## config.mk

```make
export PLATFORM = sky130hd
export DESIGN_NAME = tile_ram_arbiter
export DESIGN_NICKNAME = d
export VERILOG_FILES = /design/src/rtl/tile_ram_arbiter.sv
export SDC_FILE = /design/constraint.sdc
export NUM_CORES = 1
export LEC_CHECK = 0
export BUFFER_PORTS_ARGS = -buffer_cell sky130_fd_sc_hd__buf_4
export CAP_MARGIN = 20
export CORE_MARGIN = 1.5
export CORE_UTILIZATION = 50
export DETAILED_ROUTE_END_ITERATION = 10
export GPL_TIMING_DRIVEN = 0
export PLACE_DENSITY = 0.79
export SKIP_CTS_REPAIR_TIMING = 1
export SYNTH_ARGS = -nofsm -noshare
export SYNTH_HDL_FRONTEND = slang
export SYNTH_SLANG_ARGS = --single-unit
```

## constraint.sdc

```tcl
create_clock -name pix_clk -period 3.1 [get_ports pix_clk]
set_clock_uncertainty 0.15 [all_clocks]
set_input_delay 0.62 -clock pix_clk [delete_from_list [all_inputs] [get_ports pix_clk]]
set_output_delay 0.62 -clock pix_clk [all_outputs]
set_load 0.005 [all_outputs]
```

## src/rtl/tile_ram_arbiter.sv

```systemverilog
// -----------------------------------------------------------------------------
// tile_ram_arbiter
//
// Purpose:
//   Shares the single-port tile-map RAM (1-cycle read latency) between the
//   display fetch path and the game-logic CPU. Display reads always win and are
//   never delayed. CPU reads/writes sit in a 2-entry in-order queue and are
//   issued in free cycles, optionally only while the display is blanking.
//   A saturating wait counter flags CPU requests that wait too long.
//
// Ports:
//   pix_clk, CPU_RESETN          clock (rising edge), synchronous active-low reset
//   display_enabled, blank_only  visible-area flag and "CPU only in blanking" mode
//   disp_req/disp_addr           display read request
//   disp_rvalid/disp_rdata       display read data, one cycle after the request
//   cpu_req_*                    CPU request channel (valid/ready, we, addr, wdata)
//   cpu_rsp_valid/cpu_rsp_data   CPU read data, one pulse per read
//   cpu_starved, starve_clear    sticky starvation flag and its clear
//   ram_en/we/addr/wdata/rdata   single-port RAM interface
// -----------------------------------------------------------------------------
module tile_ram_arbiter #(
    parameter int ADDR_WIDTH   = 13,
    parameter int DATA_WIDTH   = 8,
    parameter int STARVE_LIMIT = 1023
) (
    input  logic                  pix_clk,
    input  logic                  CPU_RESETN,
    input  logic                  display_enabled,
    input  logic                  blank_only,
    input  logic                  disp_req,
    input  logic [ADDR_WIDTH-1:0] disp_addr,
    output logic                  disp_rvalid,
    output logic [DATA_WIDTH-1:0] disp_rdata,
    input  logic                  cpu_req_valid,
    output logic                  cpu_req_ready,
    input  logic                  cpu_req_we,
    input  logic [ADDR_WIDTH-1:0] cpu_req_addr,
    input  logic [DATA_WIDTH-1:0] cpu_req_wdata,
    output logic                  cpu_rsp_valid,
    output logic [DATA_WIDTH-1:0] cpu_rsp_data,
    output logic                  cpu_starved,
    input  logic                  starve_clear,
    output logic                  ram_en,
    output logic                  ram_we,
    output logic [ADDR_WIDTH-1:0] ram_addr,
    output logic [DATA_WIDTH-1:0] ram_wdata,
    input  logic [DATA_WIDTH-1:0] ram_rdata
);

    localparam int CNT_W = $clog2(STARVE_LIMIT + 1);
    localparam logic [CNT_W-1:0] LIMIT = CNT_W'(STARVE_LIMIT);

    logic                  q_we    [2];
    logic [ADDR_WIDTH-1:0] q_addr  [2];
    logic [DATA_WIDTH-1:0] q_wdata [2];
    logic                  wr_ptr;
    logic                  rd_ptr;
    logic [1:0]            q_count;

    logic                  q_empty;
    logic                  q_full;
    logic                  push;
    logic                  pop;
    logic                  disp_grant;
    logic                  disp_pend;
    logic                  cpu_rd_pend;
    logic [CNT_W-1:0]      wait_cnt;
    logic [CNT_W-1:0]      wait_cnt_next;

    // Queue status and handshake. Everything that reaches the RAM or accepts a
    // request is gated by reset so that nothing moves while reset is held.
    // Ready depends only on the registered fill level, so a full queue never
    // accepts in the same cycle as a pop.
    assign q_empty       = (q_count == 2'd0);
    assign q_full        = (q_count == 2'd2);
    assign cpu_req_ready = CPU_RESETN & ~q_full;
    assign push          = cpu_req_valid & cpu_req_ready;

    // Issue decision: display first, then the queue head when the blanking
    // policy allows it. blank_only and display_enabled act in the same cycle.
    assign disp_grant = CPU_RESETN & disp_req;
    assign pop        = CPU_RESETN & ~disp_req & ~q_empty & (~blank_only | ~display_enabled);

    // Drive the RAM straight from the issue decision so a granted access
    // happens in the cycle it was decided.
    always_comb begin
        ram_en    = disp_grant | pop;
        ram_we    = pop & q_we[rd_ptr];
        ram_addr  = disp_grant ? disp_addr : q_addr[rd_ptr];
        ram_wdata = q_wdata[rd_ptr];
    end

    // Queue payload storage. It needs no reset because the pointers and the
    // fill count decide which slots are meaningful.
    always_ff @(posedge pix_clk) begin
        if (push) begin
            q_we[wr_ptr]    <= cpu_req_we;
            q_addr[wr_ptr]  <= cpu_req_addr;
            q_wdata[wr_ptr] <= cpu_req_wdata;
        end
    end

    // Queue pointers and fill level. A push and a pop in the same cycle leave
    // the occupancy unchanged.
    always_ff @(posedge pix_clk) begin
        if (!CPU_RESETN) begin
            wr_ptr  <= 1'b0;
            rd_ptr  <= 1'b0;
            q_count <= 2'd0;
        end else begin
            if (push) begin
                wr_ptr <= ~wr_ptr;
            end
            if (pop) begin
                rd_ptr <= ~rd_ptr;
            end
            case ({push, pop})
                2'b10:   q_count <= q_count + 2'd1;
                2'b01:   q_count <= q_count - 2'd1;
                default: q_count <= q_count;
            endcase
        end
    end

    // Response tags remember who owns the read data coming back next cycle.
    // Writes never set a tag, so they produce no response.
    always_ff @(posedge pix_clk) begin
        if (!CPU_RESETN) begin
            disp_pend   <= 1'b0;
            cpu_rd_pend <= 1'b0;
        end else begin
            disp_pend   <= disp_grant;
            cpu_rd_pend <= pop & ~q_we[rd_ptr];
        end
    end

    // Reads that were in flight when reset arrives are dropped, so the
    // valids are also masked while reset is held.
    assign disp_rvalid   = CPU_RESETN & disp_pend;
    assign cpu_rsp_valid = CPU_RESETN & cpu_rd_pend;
    assign disp_rdata    = ram_rdata;
    assign cpu_rsp_data  = ram_rdata;

    // Wait counter: counts cycles where work is queued but nothing is popped,
    // saturating at the limit, and restarts on every pop or a clear.
    always_comb begin
        wait_cnt_next = wait_cnt;
        if (pop || starve_clear) begin
            wait_cnt_next = '0;
        end else if (!q_empty && (wait_cnt != LIMIT)) begin
            wait_cnt_next = wait_cnt + CNT_W'(1);
        end
    end

    // Starvation flag is sticky. It sets as soon as the counter reaches the
    // limit, and a clear in the same cycle wins over the set.
    always_ff @(posedge pix_clk) begin
        if (!CPU_RESETN) begin
            wait_cnt    <= '0;
            cpu_starved <= 1'b0;
        end else begin
            wait_cnt <= wait_cnt_next;
            if (starve_clear) begin
                cpu_starved <= 1'b0;
            end else if (wait_cnt_next == LIMIT) begin
                cpu_starved <= 1'b1;
            end
        end
    end

endmodule

```

After elaboration in Yosys (flattened, before gate mapping). Memory sizes are Yosys's and may differ from the RTL's. A register that Yosys moved wholly into a read port is not among the register bits. Index checks and enable logic that the tools add are counted.

Divide/modulo/power cells: 0. Shifts and indexed selects: 0. Multiplexer cells: 12. Bitwise operators: 21. Reductions and logical operators: 6. Magnitude comparators: 0. Add/subtract/negate cells: 3. Equality and inequality tests: 5. $mul: 0.

Operators with widths (number): $mux 10 (2); $mux 13 (1); $add 10x1->10 const B (1); $and 1x1->1 (10); $eq 10x10->1 const B (1); $ne 10x10->1 const B (1); $not 1->1 (9); $mux 1 (8); $eq 2x2->1 const B (2); $pmux 2 s2 (1); $add 2x1->2 const B (1); $eq 2x1->1 const B (1); $logic_not 2->1 (1); $or 1x1->1 (2); $reduce_bool 2->1 (1); $reduce_or 2->1 (1); $sub 2x1->2 const B (1); $logic_and 1x1->1 (1); $logic_not 1->1 (1); $logic_or 1x1->1 (1).

Memory bits (writable): 44. Memory bits (read-only): 0. Input bits: 50. Bits in registers: 17. Output and inout bits: 43. Memories kept: 3. Logic and storage cells: 57. Latch bits: 0.

Memories: q_addr (depth 2, bits a word 13, read ports 1, clocked after memory_dff 1, wr ports 1, RTL line 54) `logic [ADDR_WIDTH-1:0] q_addr [2];`; q_wdata (depth 2, bits a word 8, read ports 1, clocked after memory_dff 1, wr ports 1, RTL line 55) `logic [DATA_WIDTH-1:0] q_wdata [2];`; q_we (depth 2, bits a word 1, read ports 1, clocked after memory_dff 1, wr ports 1, RTL line 53) `logic q_we [2];`.

Logic depth before layout (Yosys ltp).
Depth after elaboration: 7. Depth in mapped cells: 8. Gate-level depth less buffers: 7.

Worst setup path after synthesis. Ideal clock, no wire load.

Kind: input to register. From: input CPU_RESETN. To: memory q_addr[0][0] (enable). Cell stages on the path: 4. Path buffers: 0. Data required time: 2.549 ns. Arrival: 2.012 ns. Slack: 0.537 ns. Setup time: 0.401 ns. Path through: inv_1 > a21oi_1 > nand2_1 > nor2_1.

Word-level cells in the longest chain between the ends: 4.

Ends and longest elaborated chain: start: declaration (RTL line 27) `input logic CPU_RESETN,`; $and 1x1->1 (RTL line 76) `assign cpu_req_ready = CPU_RESETN & ~q_full;`; via cpu_req_ready (RTL line 35) `output logic cpu_req_ready,`; $and 1x1->1 (RTL line 77) `assign push = cpu_req_valid & cpu_req_ready;`; $mux 1 (RTL line 96) `if (push) begin`; $mux 1 (not written as such) (RTL line 98) `q_addr[wr_ptr] <= cpu_req_addr;`; end: declaration (RTL line 54).

The timed path passes the listed nets, and every way through them passes these cells.

Worst setup path in the final report.
From: input CPU_RESETN. To: output ram_addr[10].

Word-level cells in the longest chain between the ends: 2.

Ends and longest elaborated chain: $and 1x1->1 (RTL line 81) `assign disp_grant = CPU_RESETN & disp_req;`; $mux 13 (RTL line 89) `ram_addr = disp_grant ? disp_addr : q_addr[rd_ptr];`; end: declaration (RTL line 45) `output logic [ADDR_WIDTH-1:0] ram_addr,`.

No other way between the ends.

==> flow_metrics.py <==
metrics = {
    "logic_synthesis": {
        "ys_warn_count": 0,
        "ys_seq_area_share_pct": 60.2,
        "synth_area_sq_um": 2790,
        "ys_ff_latch": 62,
        "yosysTopAreaCellShare_pct": 47.3,
        "syn_inst": 224,
        "synth_common_cells": "edfxtp_1 (44), nand2_1 (20), dfxtp_1 (18), nor2_1 (18), o21ai_0 (17)",
        "synth_top_area_cell": "edfxtp_1",
        "syn_nets": 276,
        "async_flop_share_pct": 0,
        "synth_ff_type": "edfxtp_1",
        "synth_edf_count": 44,
        "synth.most_common_cell": "edfxtp_1",
        "ys_types": 42,
        "synth_area_leaders": "edfxtp_1 (47%), dfxtp_1 (13%), mux2i_1 (5.7%)",
        "synth.avg_cell_area_sq_um": 12.5,
    },
    "layout": {
        "area_growth_pct": 34.5,
        "fillers": 406,
        "final_nets": 372,
        "finalCoreUtilization_pct": 69.1,
        "antenna_cells": 0,
        "drive_gt1_share_pct": 42.0,
        "stdcell_count": 396,
        "final_cell_area_sq_um": 3760,
    },
    "worst_setup_path": {
        "crit_type": "in -> out",
        "worstPathRequired_ns": 2.33,
        "worstPathCellList": "buf_4 > and2_1 > clkbuf_1 > clkbuf_1 > nand2_1 > o21ai_0 > buf_4",
        "worstPathMaxFanout": 10,
        "cp_top_family": "buffers and inverters",
        "slowest_delay_ns": 0.43,
        "start_kind": "primary input",
        "endpoint_kind": "primary output",
        "worstPathArrival_ns": 2.03,
        "slowest_stage": "clkbuf_1",
        "crit_buf_inv": 4,
    },
    "grt": {
        "grt_max_degree": 23,
        "antenna_found_initial": 0,
        "grt_pass1_wl_mm": 8.59,
        "grt-ovfl-total": 0,
        "grt_usage_pct": 19.1,
        "grt_pass1_vias": 1913,
    },
    "route": {
        "wl_per_cell_um": 13.9,
        "num_vias": 2001,
        "drtIter0Drc": 78,
        "dr.pass1.iters": 4,
        "routed_wl_mm": 5.49,
        "ant_nets": 0,
        "via_per_inst": 5.05,
        "route.detailed.drc": 0,
    },
    "run_status": {
        "status": "complete, no violations",
    },
    "die": {
        "ios": 93,
        "core.rowCount": 27,
        "design.core.area_sq_um": 5440,
        "chipHeight_um": 77.8,
        "die_w_um": 77.8,
        "die_area_sq_um": 6050,
        "initial_core_util_pct": 51.4,
    },
    "clock_network": {
        "clkTransAtPathRegs_ns": 0.07,
        "worst_skew_pair.late_latency_ns": 0.34,
        "cts_tree": "done",
        "numCtsBuffers": 9,
        "cts_root_buf": "clkbuf_8",
        "clock_sinks": 62,
        "cts_buffer_depth": 2,
        "ctsHtreeMaxLevel": 3,
    },
    "sta": {
        "rsz0062_at_grt": "false",
        "max_freq_mhz": 357,
        "fin_ws_ns": 0.303,
        "slew_violations": 0,
        "hold_viol_final": 0,
        "fin_crit_ns": 2.80,
        "fin_setup_tns_ns": 0,
        "worst_pin_slew_ns": 1.03,
        "post-route-period-util_pct": 90.2,
        "fin_hold_ws_ns": 0.313,
        "relSlewSlack_pct": 31.0,
        "finalSetupViolCount": 0,
    },
    "job": {
        "maxCapViolations": 0,
    },
    "power_and_ir_drop": {
        "switchingPower_uw": 403,
        "power_mw": 1.99,
        "cellLeakagePower_nw": 1.48,
        "switching_share_pct": 20.2,
        "p_per_area_nw_per_um2": 530,
        "p_clk_share_pct": 40.9,
        "combPwrFrac_pct": 12.3,
        "internal-power_mw": 1.59,
        "peakVddDrop_mv": 0.384,
        "p_seq_share_pct": 46.8,
    },
    "placed_design": {
        "place_area_sq_um": 3530,
        "dp_cells": 381,
        "hpwl_mm": 4.00,
        "gp_congestion": 0.904,
        "io_buffers": 84,
        "place_ws_ns": 0.280,
    },
    "min_path": {
        "hold_class": "in -> reg",
    },
}
-- layout make-up --
cell class                      count  area [sq um]  area share [%]
Tap cell                           72          90.1            2.40
Inverter                            3          11.3           0.300
Sequential cell                    62          1680            44.7
Multi-Input combinational cell    133           926            24.6
Buffer                             26           178            4.73
Timing Repair Buffer               85           646            17.2
Clock inverter                      5          98.8            2.63
Clock buffer                       10           128            3.40
-- worst register-to-register path, cell delays in order (launching register included) --
cell	delay (ns)
dfxtp_1	0.40
ha_1	0.17
clkbuf_2	0.18
o2111a_1	0.31
a41oi_1	0.19
a2111oi_4	0.37
o2111ai_1	0.20
o31ai_2	0.20
-- cells by family after synthesis --
| family | after synthesis | synth area share [%] |
|---|---|---|
| simple gates | 66 | 11.6 |
| flops | 62 | 60.2 |
| compound gates | 31 | 8.51 |
| buf+inv | 29 | 6.76 |
| mux | 24 | 8.96 |
| xor+xnor | 10 | 3.13 |
| fa+ha+maj | 2 | 0.896 |
-- worst paths after layout --
kind / start / end / slack [ns] / depth (start not counted)
min reg2reg: cpu_starved / cpu_starved / 0.32 / 2
max: CPU_RESETN / ram_addr[10] / 0.30 / 7
min: cpu_req_we / q_we[1] / 0.31 / 1
max reg2reg: wait_cnt[0] / cpu_starved / 0.85 / 7
-- routing by layer --
metal | track usage (%) | wire (um) | vias up
met3 | 4.94 | 341 | 8
li1 | - | - | 981
met5 | 0 | 0 | -
met4 | 11.3 | 123 | 0
met2 | 32.2 | 2770 | 73
met1 | 21.8 | 2260 | 939
-- cells in the final DEF, fill, tap and decap left out, types with 2 or more instances in the layout --
cell type,count
and2_2,2
and3_1,4
edfxtp_1,44
nor2b_1,2
inv_1,3
nor2_1,17
a31oi_1,3
nand2_1,20
clkbuf_8,9
nand4_1,2
o2111a_1,2
o21ai_0,17
buf_4,100
and2_1,5
buf_6,2
mux2_2,8
xor2_1,6
bufinv_16,3
ha_1,2
xnor2_1,4
clkbuf_1,6
nand3_1,4
mux2i_1,16
a21oi_1,2
dfxtp_1,18
-- power groups by stage --
stage / logic [mW] / registers [mW] / clock network (mW)
3_3_place_gp: 0.235 / 0.949 / 0
4_1_cts: 0.247 / 0.933 / 0.826
6_report: 0.244 / 0.932 / 0.815
2_1_floorplan: 0.120 / 0.948 / 0
5_1_grt: 0.268 / 0.935 / 0.864
3_5_place_dp: 0.245 / 0.950 / 0
-- flip-flops by register name (all words and copies together), names as in the netlist, 2 cells and up, named ones only --
signal / count
q_addr: 26
q_count: 2
q_wdata: 16
q_we: 2
wait_cnt: 10
No activity file was read; power rests on OpenSTA's default activity.
